===== src/rtl/fifo_rr_merge.sv =====
// Round-robin merge of two first-word-fall-through FIFOs into one valid/ready stream.
// FIFO pops depend only on registered buffer occupancy and arbitration state, never on out_ready.
module fifo_rr_merge #(
    parameter int C_WIDTH = 28,
    parameter int C_BURST = 2
) (
    input  logic               clk,
    input  logic               rst,
    input  logic [C_WIDTH-1:0] in0_dout,
    input  logic               in0_empty,
    output logic               in0_rd_en,
    input  logic [C_WIDTH-1:0] in1_dout,
    input  logic               in1_empty,
    output logic               in1_rd_en,
    output logic [C_WIDTH-1:0] out_data,
    output logic               out_src,
    output logic               out_valid,
    input  logic               out_ready
);

    localparam logic [3:0] BURST_MAX = 4'(C_BURST);

    logic [C_WIDTH-1:0] head_data_r;
    logic [C_WIDTH-1:0] tail_data_r;
    logic               head_src_r;
    logic               tail_src_r;
    logic [1:0]         count_r;
    logic               valid_r;
    logic               owner_r;
    logic [3:0]         burst_r;

    logic               space_s;
    logic               sel_s;
    logic               grant_s;
    logic               accept_s;
    logic [C_WIDTH-1:0] push_data_s;
    logic [1:0]         count_nxt_s;
    logic               owner_nxt_s;
    logic [3:0]         burst_nxt_s;

    // Arbitration: pick a source from registered owner/burst state and the empty flags
    always_comb begin
        space_s = (count_r < 2'd2);
        sel_s   = owner_r;
        grant_s = 1'b0;
        if (!in0_empty && !in1_empty) begin
            sel_s   = (burst_r < BURST_MAX) ? owner_r : ~owner_r;
            grant_s = space_s && !rst;
        end else if (!in0_empty) begin
            sel_s   = 1'b0;
            grant_s = space_s && !rst;
        end else if (!in1_empty) begin
            sel_s   = 1'b1;
            grant_s = space_s && !rst;
        end else begin
            sel_s   = owner_r;
            grant_s = 1'b0;
        end
    end

    assign in0_rd_en   = grant_s && !sel_s;
    assign in1_rd_en   = grant_s && sel_s;
    assign push_data_s = sel_s ? in1_dout : in0_dout;
    assign accept_s    = valid_r && out_ready;

    // Owner/burst update: a switch of owner restarts the burst at one pop
    always_comb begin
        owner_nxt_s = owner_r;
        burst_nxt_s = burst_r;
        if (grant_s) begin
            if (sel_s == owner_r) begin
                owner_nxt_s = owner_r;
                burst_nxt_s = (burst_r < BURST_MAX) ? (burst_r + 4'd1) : burst_r;
            end else begin
                owner_nxt_s = sel_s;
                burst_nxt_s = 4'd1;
            end
        end else begin
            owner_nxt_s = owner_r;
            burst_nxt_s = burst_r;
        end
    end

    // Buffer occupancy: push and accept in the same cycle cancel out
    always_comb begin
        case ({grant_s, accept_s})
            2'b10:   count_nxt_s = count_r + 2'd1;
            2'b01:   count_nxt_s = count_r - 2'd1;
            default: count_nxt_s = count_r;
        endcase
    end

    // State registers and the two-entry output buffer (head drives the outputs)
    always_ff @(posedge clk) begin
        if (rst) begin
            head_data_r <= '0;
            tail_data_r <= '0;
            head_src_r  <= 1'b0;
            tail_src_r  <= 1'b0;
            count_r     <= 2'd0;
            valid_r     <= 1'b0;
            owner_r     <= 1'b0;
            burst_r     <= 4'd0;
        end else begin
            count_r <= count_nxt_s;
            valid_r <= (count_nxt_s != 2'd0);
            owner_r <= owner_nxt_s;
            burst_r <= burst_nxt_s;
            case (count_r)
                2'd0: begin
                    if (grant_s) begin
                        head_data_r <= push_data_s;
                        head_src_r  <= sel_s;
                    end
                end
                2'd1: begin
                    if (grant_s && accept_s) begin
                        head_data_r <= push_data_s;
                        head_src_r  <= sel_s;
                    end else if (grant_s) begin
                        tail_data_r <= push_data_s;
                        tail_src_r  <= sel_s;
                    end
                end
                2'd2: begin
                    if (accept_s) begin
                        head_data_r <= tail_data_r;
                        head_src_r  <= tail_src_r;
                    end
                end
                default: begin
                    head_data_r <= head_data_r;
                end
            endcase
        end
    end

    assign out_data  = head_data_r;
    assign out_src   = head_src_r;
    assign out_valid = valid_r;

endmodule


===== config.mk =====
export PLATFORM = sky130hd
export DESIGN_NAME = fifo_rr_merge
export DESIGN_NICKNAME = d
export VERILOG_FILES = /design/src/rtl/fifo_rr_merge.sv
export SDC_FILE = /design/constraint.sdc
export NUM_CORES = 1
export LEC_CHECK = 0
export CAP_MARGIN = 10
export CORE_ASPECT_RATIO = 1.75
export CORE_MARGIN = 2
export CORE_UTILIZATION = 41
export CTS_CLUSTER_DIAMETER = 40
export CTS_CLUSTER_SIZE = 12
export DETAILED_ROUTE_END_ITERATION = 12
export GPL_TIMING_DRIVEN = 0
export PLACE_DENSITY = 0.78
export SYNTH_ARGS = -nofsm -noshare
export SYNTH_HDL_FRONTEND = slang
export SYNTH_SLANG_ARGS = --single-unit

===== constraint.sdc =====
create_clock -name clk -period 2 [get_ports clk]
set_clock_uncertainty 0.15 [all_clocks]
set_input_delay 0.2 -clock clk [delete_from_list [all_inputs] [get_ports clk]]
set_output_delay 0.2 -clock clk [all_outputs]
set_load 0.05 [all_outputs]

# Word-level counts from Yosys, hierarchy flattened
# Cells that the tools add are included.
[totals]
register_bits = 66
[op_classes]
n_mux = 19
n_addsub = 3
bitwise = 3
reduce_logical = 17
order_cmp = 2
n_eq_ne = 9
[op_table]
columns = ["cell", "n"]
rows = [
  ["$mux 28", 4],
  ["$pmux 28 s3", 1],
  ["$mux 1", 10],
  ["$mux 4", 2],
  ["$logic_and 1x1->1", 6],
  ["$ne 2x2->1 const B", 3],
  ["$add 4x1->4 const B", 1],
  ["$eq 2x1->1 const B", 2],
  ["$eq 2x2->1 const B", 2],
  ["$logic_not 1->1", 4],
  ["$lt 4x2->1 const B", 1],
  ["$pmux 2 s2", 1],
  ["$reduce_and 2->1", 2],
  ["$reduce_and 4->1", 1],
  ["$not 1->1", 3],
  ["$pmux 1 s3", 1],
  ["$reduce_and 3->1", 1],
  ["$reduce_bool 3->1", 1],
  ["$add 2x1->2 const B", 1],
  ["$logic_not 2->1", 1],
  ["$lt 2x2->1 const B", 1],
  ["$ne 2x1->1 const B", 1],
  ["$reduce_bool 2->1", 1],
  ["$sub 2x1->2 const B", 1],
  ["$eq 1x1->1", 1],
]

# Logic depth before layout (Yosys ltp)
[logic_depth]
word_depth = 8
depth_mapped = 12

# Worst setup path after synthesis
# No wires, ideal clock.
[synth_path]
path_kind = "register -> register"
from = "reg valid_r, in the netlist out_valid"
to = "reg head_data_r[10], in the netlist out_data[10]"
n_path_buf = 1
t_required_ps = 1712
arrival_time_ps = 1990
path_slack_ps = -279
path_stages_with_launch = 10
path_cell_list = "dfxtp_1 > nand2_1 > inv_1 > ha_1 > nand2b_1 > o31ai_1 > a221oi_2 > clkbuf_1 > o311a_1 > nor3_2"
[synth_via]
elab_chain_len = 4
[synth_rtl]
columns = ["item", "line", "source"]
rows = [
  ["start, declared", "28", "logic valid_r;"],
  ["start signal, assigned", "106", "valid_r <= (count_nxt_s != 2'd0);"],
  ["$logic_and 1x1->1 *", "64", "assign accept_s = valid_r && out_ready;"],
  ["$logic_and 1x1->1", "117", "if (grant_s && accept_s) begin"],
  ["$ne 2x2->1 (no source line)", "-", ""],
  ["$reduce_and 4->1 (no source line) *", "-", ""],
  ["end signal, assigned", "112", "head_data_r <= push_data_s;"],
  ["end signal, assigned", "118", "head_data_r <= push_data_s;"],
  ["end signal, assigned", "127", "head_data_r <= tail_data_r;"],
  ["end, declared", "23", "logic [C_WIDTH-1:0] head_data_r;"],
]
# Every way passes the cells marked *; elsewhere a longest branch is shown, timed or not.
# A chain may end at the register's enable or synchronous reset.

# Worst setup path after layout
[layout_path]
from = "reg burst_r[2]"
to = "out in1_rd_en"
[layout_via]
elab_chain_len = 4
[layout_rtl]
columns = ["item", "line", "source"]
rows = [
  ["start, declared", "30", "logic [3:0] burst_r;"],
  ["start signal, assigned", "108", "burst_r <= burst_nxt_s;"],
  ["$lt 4x2->1", "47", "sel_s = (burst_r < BURST_MAX) ? owner_r : ~owner_r;"],
  ["$mux 1", "47", ""],
  ["$mux 1", "46", "if (!in0_empty && !in1_empty) begin"],
  ["$logic_and 1x1->1", "62", "assign in1_rd_en = grant_s && sel_s;"],
  ["end, declared", "14", "output logic in1_rd_en,"],
]
# Every way passes these cells.

==> results_tabular.tex <==
\begin{tabular}{lr}
\hline
Metric & Value \\
\hline
\multicolumn{2}{l}{\textbf{Timing}} \\
Final worst setup slack & -64.3 ps \\
Top achievable clock speed & 484 MHz \\
Pins Over Slew Limit & 0 \\
Setup repair after global routing missed its margin & yes \\
Minimum clock period & 2060 ps \\
Post-route fraction of the period consumed by the critical path & 103\% \\
Final setup viols & 19 \\
Final hold violation count & 0 \\
Tightest hold margin & 242 ps \\
Remaining max-slew budget at the tightest pin & between 40\% and 50\% \\
Worst Tran Pin Value & just under 800 ps \\
\multicolumn{2}{l}{\textbf{Logic synthesis}} \\
Number of distinct standard cells referenced by the synthesized netlist & 35 \\
Most frequently used cell type in the post-synthesis netlist & sky130\_fd\_sc\_hd\_\_dfxtp\_1 \\
Cell area after synthesis & $\sim$3300 µm² \\
Synthesized-area fraction occupied by ao, oa, aoi and oai cells & 23.9\% \\
Mux share of post-synthesis cell area & 0.910\% \\
Async set or reset register ratio after synthesis & 0\% \\
Proportion of netlist area held by the largest area contributor & 40.0\% \\
Synthesized-area fraction occupied by xor and xnor cells & 0\% \\
Most common flop cell mapped by yosys & sky130\_fd\_sc\_hd\_\_dfxtp\_1 \\
Most common library cells after synthesis & sky130\_fd\_sc\_hd\_\_dfxtp\_1 (66), sky130\_fd\_sc\_hd\_\_nand2\_1 (61), sky130\_fd\_sc\_hd\_\_nor3\_1 (48), sky130\_fd\_sc\_hd\_\_nor2\_1 (41), sky130\_fd\_sc\_hd\_\_o31ai\_1 (29) \\
Count of flip-flops with a built-in enable after synthesis & 0 \\
Syn\_nets & around 460 \\
Fraction of the yosys area taken by sequential cells & about two fifths \\
Cell type contributing the most total cell area after synthesis & sky130\_fd\_sc\_hd\_\_dfxtp\_1 \\
Mean instance size in the synthesized netlist & 8.38 µm² \\
Largest family of logic cells by synthesized area & simple AND/OR/NAND/NOR gates \\
Largest cells by area after synthesis & sky130\_fd\_sc\_hd\_\_dfxtp\_1 (40\%), sky130\_fd\_sc\_hd\_\_o311a\_1 (8.5\%), sky130\_fd\_sc\_hd\_\_nor3\_1 (7.3\%) \\
Post-synthesis adder-cell area fraction & 3.03\% \\
Number of synthesis warnings & 0 \\
Fraction of the mapped netlist area in simple logic gates & 25.5\% \\
Post-Syn Instances & 394 \\
Total of flip-flops plus latches after synthesis & 66 \\
\multicolumn{2}{l}{\textbf{Worst setup path}} \\
Startpoint kind of the worst setup timing path & register \\
Data arrival time at the worst-slack endpoint & 1710 ps \\
Slowest cell delay on critical path & between 300 and 400 ps \\
CP max stage cell & sky130\_fd\_sc\_hd\_\_dfxtp\_4 \\
Top fanout value on the critical path & 3 \\
Library cell appearing most often on the critical path & sky130\_fd\_sc\_hd\_\_buf\_6 \\
Critical-path cell list & nor4\_4 -> o21a\_1 -> buf\_6 -> nor2\_4 -> nor2\_2 -> buf\_6 \\
Setup CP Type & reg -> out \\
R2R cell count & 11 \\
Setup slack on the worst flop-to-flop path & -40 ps \\
Capturing point of the worst reg2reg path & out\_data[12]\$\_SDFFE\_PP0P\_ \\
WP buf/inv & 2 \\
Top Family by Delay on Critical Path & simple AND/OR/NAND/NOR gates \\
CP required & 1650 ps \\
Element type at the critical path end & primary output \\
Critical R2R Launch & count\_r[1]\$\_SDFF\_PP0\_ \\
\multicolumn{2}{l}{\textbf{Clock tree}} \\
Largest buffer count on any clock path & 2 \\
Clock Root Buffer & sky130\_fd\_sc\_hd\_\_clkbuf\_16 \\
Inserted Clock Buffers & 9 \\
CTS sink cnt & 66 \\
Clock tree from TritonCTS & done \\
Clock latency at the later pin of the worst-skew pair & $\sim$340 ps \\
Max H-tree Level & 3 \\
Clock transition at path regs & roughly 50 ps \\
\multicolumn{2}{l}{\textbf{Floorplanning}} \\
Die width & 71.8 µm \\
Area of the die & 8810 µm² \\
Vertical die dimension & 123 µm \\
Initial standard-cell utilization of the core & a little over two fifths \\
IO Count & slightly above 90 \\
Std-Cell Core Area & approximately 7900 µm² \\
Number of standard-cell rows in the floorplan & 43 \\
\multicolumn{2}{l}{\textbf{Routing}} \\
Final routed wire length divided by cell count & 18.8 µm \\
Routed vias/inst & 5.90 \\
Number of iterations in the first detailed-routing pass & 5 \\
Final wirelength & about 11,000 µm \\
Total via count after detailed routing & 3,559 \\
Routed Antenna Nets & 0 \\
Violation count after the first detailed-routing iteration & 269 \\
DRC violation count after routing & 0 \\
\multicolumn{2}{l}{\textbf{Finish}} \\
Diode count & 0 \\
Layout Nets & 577 \\
Area overhead of the layout relative to synthesis & 53.0\% \\
Finished layout cell area & 5050 µm² \\
Area used by multi-input combinational logic & 1940 µm² \\
Register cell area after layout & roughly 1300 µm² \\
Layout cells sized above 1 & 23.2\% \\
Number of fillers in the final layout & 642 \\
\multicolumn{2}{l}{\textbf{Min path}} \\
Worst Hold Path Cells & 5 \\
Class of the worst hold path & in -> reg \\
Hold\_sp & in1\_empty \\
End of the worst hold path & owner\_r\$\_SDFFE\_PP0P\_ \\
\multicolumn{2}{l}{\textbf{Global route}} \\
GRT overflow & 0 \\
Via count of the first global-routing pass & 3,361 \\
First-pass GRT wire length & 16,100 µm \\
All-layer global routing usage & a little under a quarter \\
Antenna violations before repair & 0 \\
Maximum number of pins on one net before global-route repair & 20 \\
\multicolumn{2}{l}{\textbf{Run}} \\
MaxCap Viol Count & 0 \\
\multicolumn{2}{l}{\textbf{Placed design}} \\
Number of I/O port buffers & 91 \\
RD Place Congestion & around 0.83 \\
Hpwl dp & 7240 µm \\
Placed standard-cell area & 4340 µm² \\
\multicolumn{2}{l}{\textbf{Pwr}} \\
Leakage & a little under 2 nW \\
Max rail drop VDD & just over 700 µV \\
Power per standard cell area & 990 nW/µm² \\
\multicolumn{2}{l}{\textbf{Run status}} \\
Violations in the final reports & negative setup slack \\
Status & finished, violations left \\
\hline
\end{tabular}
## cells by family (layout without fill, tap and decap cells)
kind of cell | Yosys count | count (layout)
multiplexers | 3 | 3
AND/OR/NAND/NOR | 174 | 174
flip-flops | 66 | 66
adder cells (fa/ha/maj) | 8 | 8
buffers and inverters | 40 | 159
AO/OA/AOI/OAI | 103 | 103
## flip-flops by register name, summed over array words and instances, names as in the netlist
signal,cells
out_src,1
tail_data_r,28
burst_r,4
out_data,28
count_r,2
tail_src_r,1
owner_r,1
out_valid,1
## cell usage in the layout, fill, tap and decap left out, types with 3 or more instances in the layout
cell type                          n
sky130_fd_sc_hd__clkbuf_8          3
sky130_fd_sc_hd__o21ai_0           3
sky130_fd_sc_hd__clkbuf_16        12
sky130_fd_sc_hd__o311a_1          27
sky130_fd_sc_hd__a21oi_2          10
sky130_fd_sc_hd__nand2_1          59
sky130_fd_sc_hd__mux2i_1           3
sky130_fd_sc_hd__nor3_1           36
sky130_fd_sc_hd__dfxtp_4           5
sky130_fd_sc_hd__buf_2             3
sky130_fd_sc_hd__clkbuf_1          9
sky130_fd_sc_hd__clkbuf_4          3
sky130_fd_sc_hd__dfxtp_1          59
sky130_fd_sc_hd__ha_1              5
sky130_fd_sc_hd__nor3_2           24
sky130_fd_sc_hd__buf_6             6
sky130_fd_sc_hd__buf_4            18
sky130_fd_sc_hd__clkdlybuf4s50_1  88
sky130_fd_sc_hd__o31ai_1          28
sky130_fd_sc_hd__a21oi_1          26
sky130_fd_sc_hd__nor2_1           38
sky130_fd_sc_hd__clkbuf_2          4
## final cells by class
cell class                      count  area share [%]
Multi-Input combinational cell    288            38.3
Buffer                             31            5.15
Clock inverter                      2           0.694
Tap cell                           90            2.23
Clock buffer                       14            5.23
Sequential cell                    66            26.6
Inverter                            5           0.471
Timing Repair Buffer              107            21.3
## repair_timing
action / 4_1_cts / 5_1_grt
pin swaps: 6 / 12
gates resized for setup: 66 / 32
hold buffers: 0 / 0
setup buffers: 9 / 5
setup endpoints to repair: 59 / 43
gates cloned: 0 / 2
## power breakdown
group	switching [mW]	internal [mW]
combinational	1.08	0.763
clock	0.569	1.03
sequential	0.0964	1.46
total	1.75	3.25
## stage by stage
stage / util, % / setup WS, ps / TNS, ps / total power [mW] / std cells
4_1_cts: 61.6 / -16.9 / -29.8 / 4.84 / 596
3_3_place_gp: 55.3 / -1020 / -46340 / 3.13 / 575
5_1_grt: 64.3 / -110 / -2400 / 5.16 / 603
6_report: 64.3 / -64.3 / -446 / 5.00 / 603
3_5_place_dp: 55.3 / -1080 / -50530 / 3.15 / 575
2_1_floorplan: - / -10.5 / -211 / 2.63 / 394
## worst max path at each step
| stage | from | endpoint | slack (ps) | cells after the start |
|---|---|---|---|---|
| CTS | burst_r[2]$_SDFFE_PP0P_ | in0_rd_en | -20 | 6 |
| global route | in0_empty | out_data[24]$_SDFFE_PP0P_ | -110 | 13 |
| finish | burst_r[2]$_SDFFE_PP0P_ | in1_rd_en | -60 | 6 |
| global placement | in0_empty | tail_data_r[17]$_SDFFE_PP0P_ | -1020 | 9 |
| detailed placement | in0_empty | tail_data_r[15]$_SDFFE_PP0P_ | -1080 | 9 |
| floorplan | count_r[1]$_SDFF_PP0_ | tail_data_r[12]$_SDFFE_PP0P_ | -10 | 8 |
## layer usage
metal / vias up / track usage [%] / routed length (µm)
met5: - / 0 / 0
met4: 0 / 10.6 / 361
met3: 35 / 4.84 / 692
met2: 148 / 43.5 / 6120
met1: 1718 / 25.3 / 4150
li1: 1658 / - / -
## worst min-delay path: cells and delay by family
family	cells	cell delay (ps)
and+or+nand+nor	3	230
AOI/OAI and AO/OA	1	50
buffers and inverters	1	200
Note: power is estimated with default switching activity, not from simulation.
